==> src/rtl/branch_commit_queue_pkg.sv <==
`default_nettype none
// ============================================================================
//  Module      : branch_commit_queue_pkg
//  Description : Shared types and constants for the branch commit queue:
//                address/data types, boolean constants, default geometry,
//                the per-entry record and the fall-through PC helper.
//  Revision    : 1.0 - initial release
// ============================================================================
package branch_commit_queue_pkg;

  localparam int   BCQ_DEPTH = 8;
  localparam int   BCQ_TAG_W = 3;
  localparam logic TRUE      = 1'b1;
  localparam logic FALSE     = 1'b0;

  typedef logic [31:0] ADDR_TYPE;
  typedef logic [31:0] DATA_TYPE;

  // One in-flight branch: prediction captured at dispatch, outcome at resolve.
  typedef struct packed {
    logic     valid;
    logic     is_br;
    ADDR_TYPE pc;
    logic     pred_jump;
    ADDR_TYPE pred_target;
    logic     resolved;
    logic     taken;
    ADDR_TYPE target;
  } bcq_entry_t;

  // Sequential fetch address after a not-taken branch (wraps at 2^32).
  function automatic ADDR_TYPE bcq_fallthrough(input ADDR_TYPE pc);
    return pc + 32'd4;
  endfunction

endpackage
`default_nettype wire

==> src/rtl/branch_commit_queue.sv <==
`default_nettype none
// ============================================================================
//  Module      : branch_commit_queue
//  Description : In-order queue of in-flight branches. Records predictions at
//                dispatch, takes out-of-order resolutions, retires in program
//                order, trains the predictor and raises rollback on mispredict.
//                Optional macro BCQ_STATS_EN adds retire/mispredict counters.
//  Revision    : 1.0 - initial release
// ============================================================================
module branch_commit_queue
  import branch_commit_queue_pkg::*;
#(
  parameter int DEPTH = BCQ_DEPTH,
  parameter int TAG_W = BCQ_TAG_W
) (
  input  logic             clk,
  input  logic             rst_n,
  input  logic             alloc_valid,
  input  logic             alloc_is_br,
  input  logic [31:0]      alloc_pc,
  input  logic             alloc_pred_jump,
  input  logic [31:0]      alloc_pred_target,
  output logic             alloc_ready,
  output logic [TAG_W-1:0] alloc_tag,
  input  logic             res_valid,
  input  logic [TAG_W-1:0] res_tag,
  input  logic             res_taken,
  input  logic [31:0]      res_target,
  input  logic             commit_ok,
  output logic             upd_ena,
  output logic             upd_hit,
  output logic [31:0]      upd_pc,
  output logic             rollback,
  output logic [31:0]      rollback_pc,
`ifdef BCQ_STATS_EN
  output logic [31:0]      stat_branches,
  output logic [31:0]      stat_mispredicts,
`endif
  output logic [TAG_W:0]   count
);

  bcq_entry_t       entries_q [DEPTH];
  bcq_entry_t       entries_d [DEPTH];
  logic [TAG_W-1:0] head_q, head_d;
  logic [TAG_W-1:0] tail_q, tail_d;
  logic [TAG_W:0]   count_q, count_d;
  logic             upd_ena_q, upd_ena_d;
  logic             upd_hit_q, upd_hit_d;
  ADDR_TYPE         upd_pc_q, upd_pc_d;
  logic             rollback_q, rollback_d;
  ADDR_TYPE         rollback_pc_q, rollback_pc_d;

  bcq_entry_t       head_entry;
  logic             do_push;
  logic             do_pop;
  logic             mispredict;

`ifdef BCQ_STATS_EN
  logic [31:0]      stat_branches_q, stat_branches_d;
  logic [31:0]      stat_mispredicts_q, stat_mispredicts_d;
`endif

  assign alloc_ready = (count_q != (TAG_W+1)'(DEPTH));
  assign alloc_tag   = tail_q;
  assign count       = count_q;
  assign upd_ena     = upd_ena_q;
  assign upd_hit     = upd_hit_q;
  assign upd_pc      = upd_pc_q;
  assign rollback    = rollback_q;
  assign rollback_pc = rollback_pc_q;
`ifdef BCQ_STATS_EN
  assign stat_branches    = stat_branches_q;
  assign stat_mispredicts = stat_mispredicts_q;
`endif

  // Next-state: push at tail, resolve by tag, retire at head, flush after rollback.
  always_comb begin
    entries_d     = entries_q;
    head_d        = head_q;
    tail_d        = tail_q;
    count_d       = count_q;
    upd_ena_d     = FALSE;
    upd_hit_d     = upd_hit_q;
    upd_pc_d      = upd_pc_q;
    rollback_d    = FALSE;
    rollback_pc_d = rollback_pc_q;
`ifdef BCQ_STATS_EN
    stat_branches_d    = stat_branches_q;
    stat_mispredicts_d = stat_mispredicts_q;
`endif

    head_entry = entries_q[head_q];
    // While a rollback is on the outputs the queue holds only wrong-path work.
    do_pop  = head_entry.valid && head_entry.resolved && commit_ok && !rollback_q;
    do_push = alloc_valid && alloc_ready && !rollback_q;
    mispredict = (head_entry.taken != head_entry.pred_jump) ||
                 (head_entry.taken && (head_entry.target != head_entry.pred_target));

    if (res_valid && entries_q[res_tag].valid) begin
      entries_d[res_tag].resolved = TRUE;
      entries_d[res_tag].taken    = res_taken;
      entries_d[res_tag].target   = res_target;
    end

    if (do_pop) begin
      entries_d[head_q].valid = FALSE;
      head_d    = head_q + TAG_W'(1);
      upd_ena_d = head_entry.is_br;
      upd_hit_d = head_entry.taken;
      upd_pc_d  = head_entry.pc;
      if (mispredict) begin
        rollback_d    = TRUE;
        rollback_pc_d = head_entry.taken ? head_entry.target
                                         : bcq_fallthrough(head_entry.pc);
      end
`ifdef BCQ_STATS_EN
      if (head_entry.is_br) stat_branches_d = stat_branches_q + 32'd1;
      if (mispredict)       stat_mispredicts_d = stat_mispredicts_q + 32'd1;
`endif
    end

    if (do_push) begin
      entries_d[tail_q] = '{valid: TRUE, is_br: alloc_is_br, pc: alloc_pc,
                            pred_jump: alloc_pred_jump, pred_target: alloc_pred_target,
                            resolved: FALSE, taken: FALSE, target: '0};
      tail_d = tail_q + TAG_W'(1);
    end

    count_d = count_q + {{TAG_W{1'b0}}, do_push} - {{TAG_W{1'b0}}, do_pop};

    if (rollback_q) begin
      for (int i = 0; i < DEPTH; i++) begin
        entries_d[i].valid    = FALSE;
        entries_d[i].resolved = FALSE;
      end
      head_d  = '0;
      tail_d  = '0;
      count_d = '0;
    end
  end

  // State and registered outputs; synchronous active-low reset.
  always_ff @(posedge clk) begin
    if (!rst_n) begin
      for (int i = 0; i < DEPTH; i++) entries_q[i] <= '0;
      head_q        <= '0;
      tail_q        <= '0;
      count_q       <= '0;
      upd_ena_q     <= FALSE;
      upd_hit_q     <= FALSE;
      upd_pc_q      <= '0;
      rollback_q    <= FALSE;
      rollback_pc_q <= '0;
`ifdef BCQ_STATS_EN
      stat_branches_q    <= '0;
      stat_mispredicts_q <= '0;
`endif
    end else begin
      entries_q     <= entries_d;
      head_q        <= head_d;
      tail_q        <= tail_d;
      count_q       <= count_d;
      upd_ena_q     <= upd_ena_d;
      upd_hit_q     <= upd_hit_d;
      upd_pc_q      <= upd_pc_d;
      rollback_q    <= rollback_d;
      rollback_pc_q <= rollback_pc_d;
`ifdef BCQ_STATS_EN
      stat_branches_q    <= stat_branches_d;
      stat_mispredicts_q <= stat_mispredicts_d;
`endif
    end
  end

endmodule
`default_nettype wire

==> config.mk <==
export PLATFORM = sky130hd
export DESIGN_NAME = branch_commit_queue
export DESIGN_NICKNAME = d
export VERILOG_FILES = /design/src/rtl/branch_commit_queue_pkg.sv /design/src/rtl/branch_commit_queue.sv
export SDC_FILE = /design/constraint.sdc
export NUM_CORES = 2
export LEC_CHECK = 0
export ABC_AREA = 1
export ABC_CLOCK_PERIOD_IN_PS = 3750
export CAP_MARGIN = 20
export CORE_MARGIN = 10
export CORE_UTILIZATION = 30
export DETAILED_ROUTE_END_ITERATION = 16
export GPL_ROUTABILITY_DRIVEN = 0
export HOLD_SLACK_MARGIN = 0.02
export RECOVER_POWER = 50
export SLEW_MARGIN = 25
export SYNTH_ARGS = -nofsm -noshare
export SYNTH_HDL_FRONTEND = slang
export SYNTH_SLANG_ARGS = --single-unit
==> constraint.sdc <==
create_clock -name clk -period 3.75 [get_ports clk]
set_input_delay 0.5625 -clock clk [delete_from_list [all_inputs] [get_ports clk]]
set_output_delay 0.5625 -clock clk [all_outputs]
set_load 0.01 [all_outputs]
# Word level (Yosys, flattened, before mapping)
# Index checks and enable logic that the tools add are counted.
# word_totals
reg_bits	885
output_inout_bits	75
elab_cells	131
# classes
bitwise	4
n_reduce_logical	15
n_mux	26
n_lt_le_gt_ge	6
add_sub_neg	5
eq_ne	3
# ops
cell	count
$bwmux 808	5
$mux 808	3
$demux 101 s3	5
$bmux 101 s3	2
$mux 101	6
$mux 32	2
$mux 34	1
$mux 33	1
$add 32x3->32 const B	1
$ne 32x32->1	1
$ge 4x4->1 const B	3
$lt 4x1->1 const B	3
$not 3->4	3
$logic_and 1x1->1	10
$add 3x1->3 const B	2
$add 4x1->4	1
$ne 4x4->1 const B	1
$reduce_and 2->1	2
$sub 4x1->4	1
$reduce_or 2->1	1
$logic_not 1->1	1
$logic_or 1x1->1	1
$mux 1	1
$ne 1x1->1	1
$not 1->1	1

# Logic depth before layout (Yosys ltp)
# logic_depth
ltp_word	13
ltp_mapped	22
mapped_depth_nobuf	18

# Worst setup path after synthesis
# OpenSTA, ideal clock, no wires.
# synth_timing
path_type	flip-flop to flip-flop
start	register head_q[0]
end	register count_q[2] (netlist: count[2])
stages_incl_launch_ff	19
path_slack_ps	602
required_time_ps	3622
period_less_slack_ps	3148
n_path_buf	7
setup_time_ps	128
t_arrival_ps	3020
cell_sequence	dfxtp_1 buf_4 buf_4 buf_4 buf_2 buf_2 o21ai_0 o2111ai_1 nand2_1 buf_4 inv_2 clkbuf_1 ha_1 inv_1 ha_1 inv_1 fa_1 xor2_1 nor2_1
# synth_via
elab_chain_cells	8
# synth_rtl
item	line	source
from (decl)	branch_commit_queue.sv:44	logic [TAG_W-1:0] head_q, head_d;
from (signal assigned)	branch_commit_queue.sv:146	head_q <= '0;
from (signal assigned)	branch_commit_queue.sv:160	head_q <= head_d;
$not 3->4 (not written as such)	branch_commit_queue.sv:92	head_entry = entries_q[head_q];
$bmux 101 s3	branch_commit_queue.sv:92	
$mux 101 (not written as such) (2 in a row)	branch_commit_queue.sv:92	
$logic_and 1x1->1 (3 in a row)	branch_commit_queue.sv:94	do_pop = head_entry.valid && head_entry.resolved && commit_ok && !rollback_q;
$sub 4x1->4	branch_commit_queue.sv:129	count_d = count_q + {{TAG_W{1'b0}}, do_push} - {{TAG_W{1'b0}}, do_pop};
to (signal assigned)	branch_commit_queue.sv:162	count_q <= count_d;
to (decl)	branch_commit_queue.sv:46	logic [TAG_W:0] count_q, count_d;
# Every way passes these cells. The select of a mux whose other input is x is not followed.
# A chain may end at the register's enable or synchronous reset.

==> metrics.md <==
| Metric | Value |
|---|---|
| Asr flop ratio synth | `0%` |
| Worst R2R Start | `head_q[2]$_SDFFE_PP0N_` |
| Wire length per cell | `18.62 um` |
| Worst-path clk slew | `0.06 ns` |
| Syn nets | `6111` |
| CTS Buf Count | `98` |
| Clock root buffer | `clkbuf_16` |
| DRC | `0` |
| Worst-path fanout max | `49` |
| Status | `finished with violations` |
| Crit path buffers/inverters | `2` |
| Area of the mapped netlist | `41090 um2` |
| Sink Count | `885` |
| Post-layout net count | `6090` |
| DP Worst Slack | `0.3027 ns` |
| Period utilization | `91.21%` |
| Critical Path Stages | `15` |
| RSZ-0062 raised after global routing | `false` |
| Internal reg-to-reg setup slack | `0.33 ns` |
| CTS H-tree depth | `3` |
| Peak per-stage delay on the critical path | `0.52 ns` |
| I/O Buffers | `181` |
| PnR worst setup slack | `0.3295 ns` |
| Failing checks | `capacitance limit, slew limit` |
| Clk_skew | `0.03809 ns` |
| Endpoint class of the critical path | `register` |
| Top FF cell, synth | `dfxtp_1` |
| Std cell rows | `135` |
| Max VDD drop | `324.5 uV` |
| Die area | `152200 um2` |
| Max Cap Viol | `3` |
| Final instance area | `48070 um2` |
| Critical path startpoint category | `register` |
| Max Fclk | `292.4 MHz` |
| Via count | `38.61k` |
| Top delay family on crit path | `simple AND/OR/NAND/NOR gates` |
| Setup TNS | `0 ns` |
| Power share of the clock group | `44.1%` |
| Commonest cells after routing, fill and taps aside | `1137 x nand2_1, 884 x dfxtp_1, 860 x inv_1, 618 x a21oi_1, 605 x o21ai_0` |
| Yosys warns | `0` |
| Power Density | `480.0 nW/um2` |
| Critical Path, Cell by Cell | `inv_2 -> nor2_4 -> buf_12 -> nand3_1 -> nand4_2 -> ha_1 -> nand2_2 -> nor2_2 -> nand2_1 -> nand2_1 -> nand3_1 -> o21ai_1 -> nand3_1 -> nand2_1 -> nor2_1` |
| Critical path arrival | `3.99 ns` |
| Area leader, netlist | `dfxtp_1` |
| Total iterations of the first detailed-routing run | `8` |
| Most common cell after layout, fill and taps aside | `nand2_1` |
| Sequential power share | `43.2%` |
| Max Root-Sink Buffers | `3` |
| Via density | `4.928` |
| Int Pwr | `16.83 mW` |
| Layout cells sized above 1 | `6.199%` |
| First-pass GRT wire length | `219900 um` |
| Setup violators final | `0` |
| Worst Setup SP | `head_q[2]$_SDFFE_PP0N_` |
| LEAKAGE | `19.32 nW` |
| IO Count | `182` |
| Combinational Power Share | `12.7%` |
| Critical Path Sink | `rollback_pc[16]$_SDFFE_PN0P_` |
| Final Hold Viols | `0` |
| NetSw | `6.245 mW` |
| Yosys reg bits | `885` |
| Gate count after technology mapping | `5995` |
| Sw frac | `27.07%` |
| DP Area | `44830 um2` |
| Worst rel slew slack | `-9.256%` |
| Clk Latency, worst-skew pair | `0.68 ns` |
| Setup bufs post-CTS | `0` |
| Sequential area share after synthesis | `43.11%` |
| Die Width | `390.1 um` |
| Core box area | `135800 um2` |
| TritonCTS clock tree | `built` |
| FF-to-FF path depth | `15` |
| WP data required | `4.32 ns` |
| Slowest CP cell | `dfxtp_1` |
| Vias in the first global route | `35.39k` |
| Grt total ovfl | `0` |
| Initial antenna violation count | `30` |
| Die H | `390.1 um` |
| Total track usage | `18.32%` |
| Antenna-violating nets left | `0` |
| CTS Hold Buffers Added | `0` |
| Min Hold Slack | `0.2553 ns` |
| Final Max Slew Viols | `264` |
| Netlist cell types | `42` |
| Area growth from synthesis to layout | `16.98%` |
| Routed wire length | `145900 um` |
| Crit Path Class | `reg -> reg` |
| Slew @ Worst Pin | `1.639 ns` |
| EDFF count, synth | `0` |
| Worst Hold Class | `in -> reg` |
| Top post-synthesis cells by area | `dfxtp_1 43%, nand2_1 10%, inv_1 7.9%` |
| R2R Path End | `rollback_pc[16]$_SDFFE_PN0P_` |
| Syn Area/Cell | `6.855 um2` |
| Largest net degree at the start of global routing | `223` |
| 1st-iter DRT viols | `3558` |
| CTS resizes | `0` |
| Final min period | `3.420 ns` |
| Dpl hpwl | `94990 um` |
| Fillers | `14.46k` |
| Initial Utilization | `30.26%` |
| Area share of the largest cell type after synthesis | `43.11%` |
[layout make-up]
cell class                      instances  area (um2)  share of cell area, %
Antenna cell                            5       12.51                0.02603
Inverter                              880        3321                  6.908
Sequential cell                       885       17720                  36.86
Multi-Input combinational cell       3775       18060                  37.56
Timing Repair Buffer                  334        3349                  6.968
Tap cell                             1781        2228                  4.636
Clock inverter                         27       400.4                 0.8329
Clock buffer                          148        2983                  6.205
[worst min-delay path by stage]
stage / startpoint / to / slack [ns] / depth (start not counted)
floorplan: entries_q[513]$_SDFF_PN0_ / entries_q[513]$_SDFF_PN0_ / 0.42 / 2
global placement: entries_q[724]$_SDFF_PN0_ / entries_q[724]$_SDFF_PN0_ / 0.43 / 2
detailed placement: entries_q[731]$_SDFF_PN0_ / entries_q[731]$_SDFF_PN0_ / 0.43 / 2
CTS: rst_n / entries_q[35]$_SDFFE_PN0P_ / 0.24 / 3
global route: rst_n / entries_q[451]$_SDFFE_PN0P_ / 0.26 / 3
finish: rst_n / entries_q[35]$_SDFFE_PN0P_ / 0.26 / 3
[sequential cells by signal, summed over array words and instances, names as in the netlist]
register and count:
alloc_tag 3, upd_hit 1, head_q 3, count 4
rollback_pc 32, upd_ena 1, entries_q 808, upd_pc 32
rollback 1
[metal layers]
layer	track usage (%)	vias to the layer above	share of wire, %
met3	2.905	257	7.1
met2	28.85	1287	44
li1	-	19200	-
met5	0	-	0.079
met1	25.13	17860	45
met4	6.673	18	3.5
[power by group through the flow]
stage          clock network, mW  registers (mW)  logic (mW)
2_1_floorplan                  0            10.1        1.74
3_3_place_gp                   0            10.2        2.89
3_5_place_dp                   0            10.2        2.92
4_1_cts                     10.3            9.97        2.93
5_1_grt                     10.7            10.0        3.23
6_report                    10.2            9.97        2.93
[Yosys cell counts, types with 18 or more instances]
master,instances
nand4_1,34
buf_4,31
clkbuf_2,20
nor2_2,19
inv_1,862
a21oi_1,618
nand2_1,1143
buf_1,18
nand3_1,326
dfxtp_1,885
clkbuf_1,264
o21bai_1,99
o21ai_0,605
buf_2,113
a211oi_1,171
o211ai_1,120
nor2_1,558
[cells by family after synthesis]
logic type               after synthesis  synth area share, %
adder cells (fa/ha/maj)                9               0.2923
AO/OA/AOI/OAI                       1641                22.44
XOR/XNOR                               7               0.1492
buffers and inverters               1335                13.05
AND/OR/NAND/NOR                     2118                20.96
flip-flops                           885                43.11
[worst min-delay path, cell delays in order]
cell and delay [ns]:
buf_8 0.17, o21ai_0 0.10, a21oi_1 0.04
[stage by stage]
stage | total power [mW] | cells | utilization [%]
global placement | 13.05 | 7655 | 33.01
finish | 23.07 | 7835 | 35.40
detailed placement | 13.09 | 7655 | 33.01
global route | 23.90 | 7833 | 35.39
CTS | 23.20 | 7830 | 35.50
floorplan | 11.88 | 5995 | -
Power figures use the tool's default switching activity.
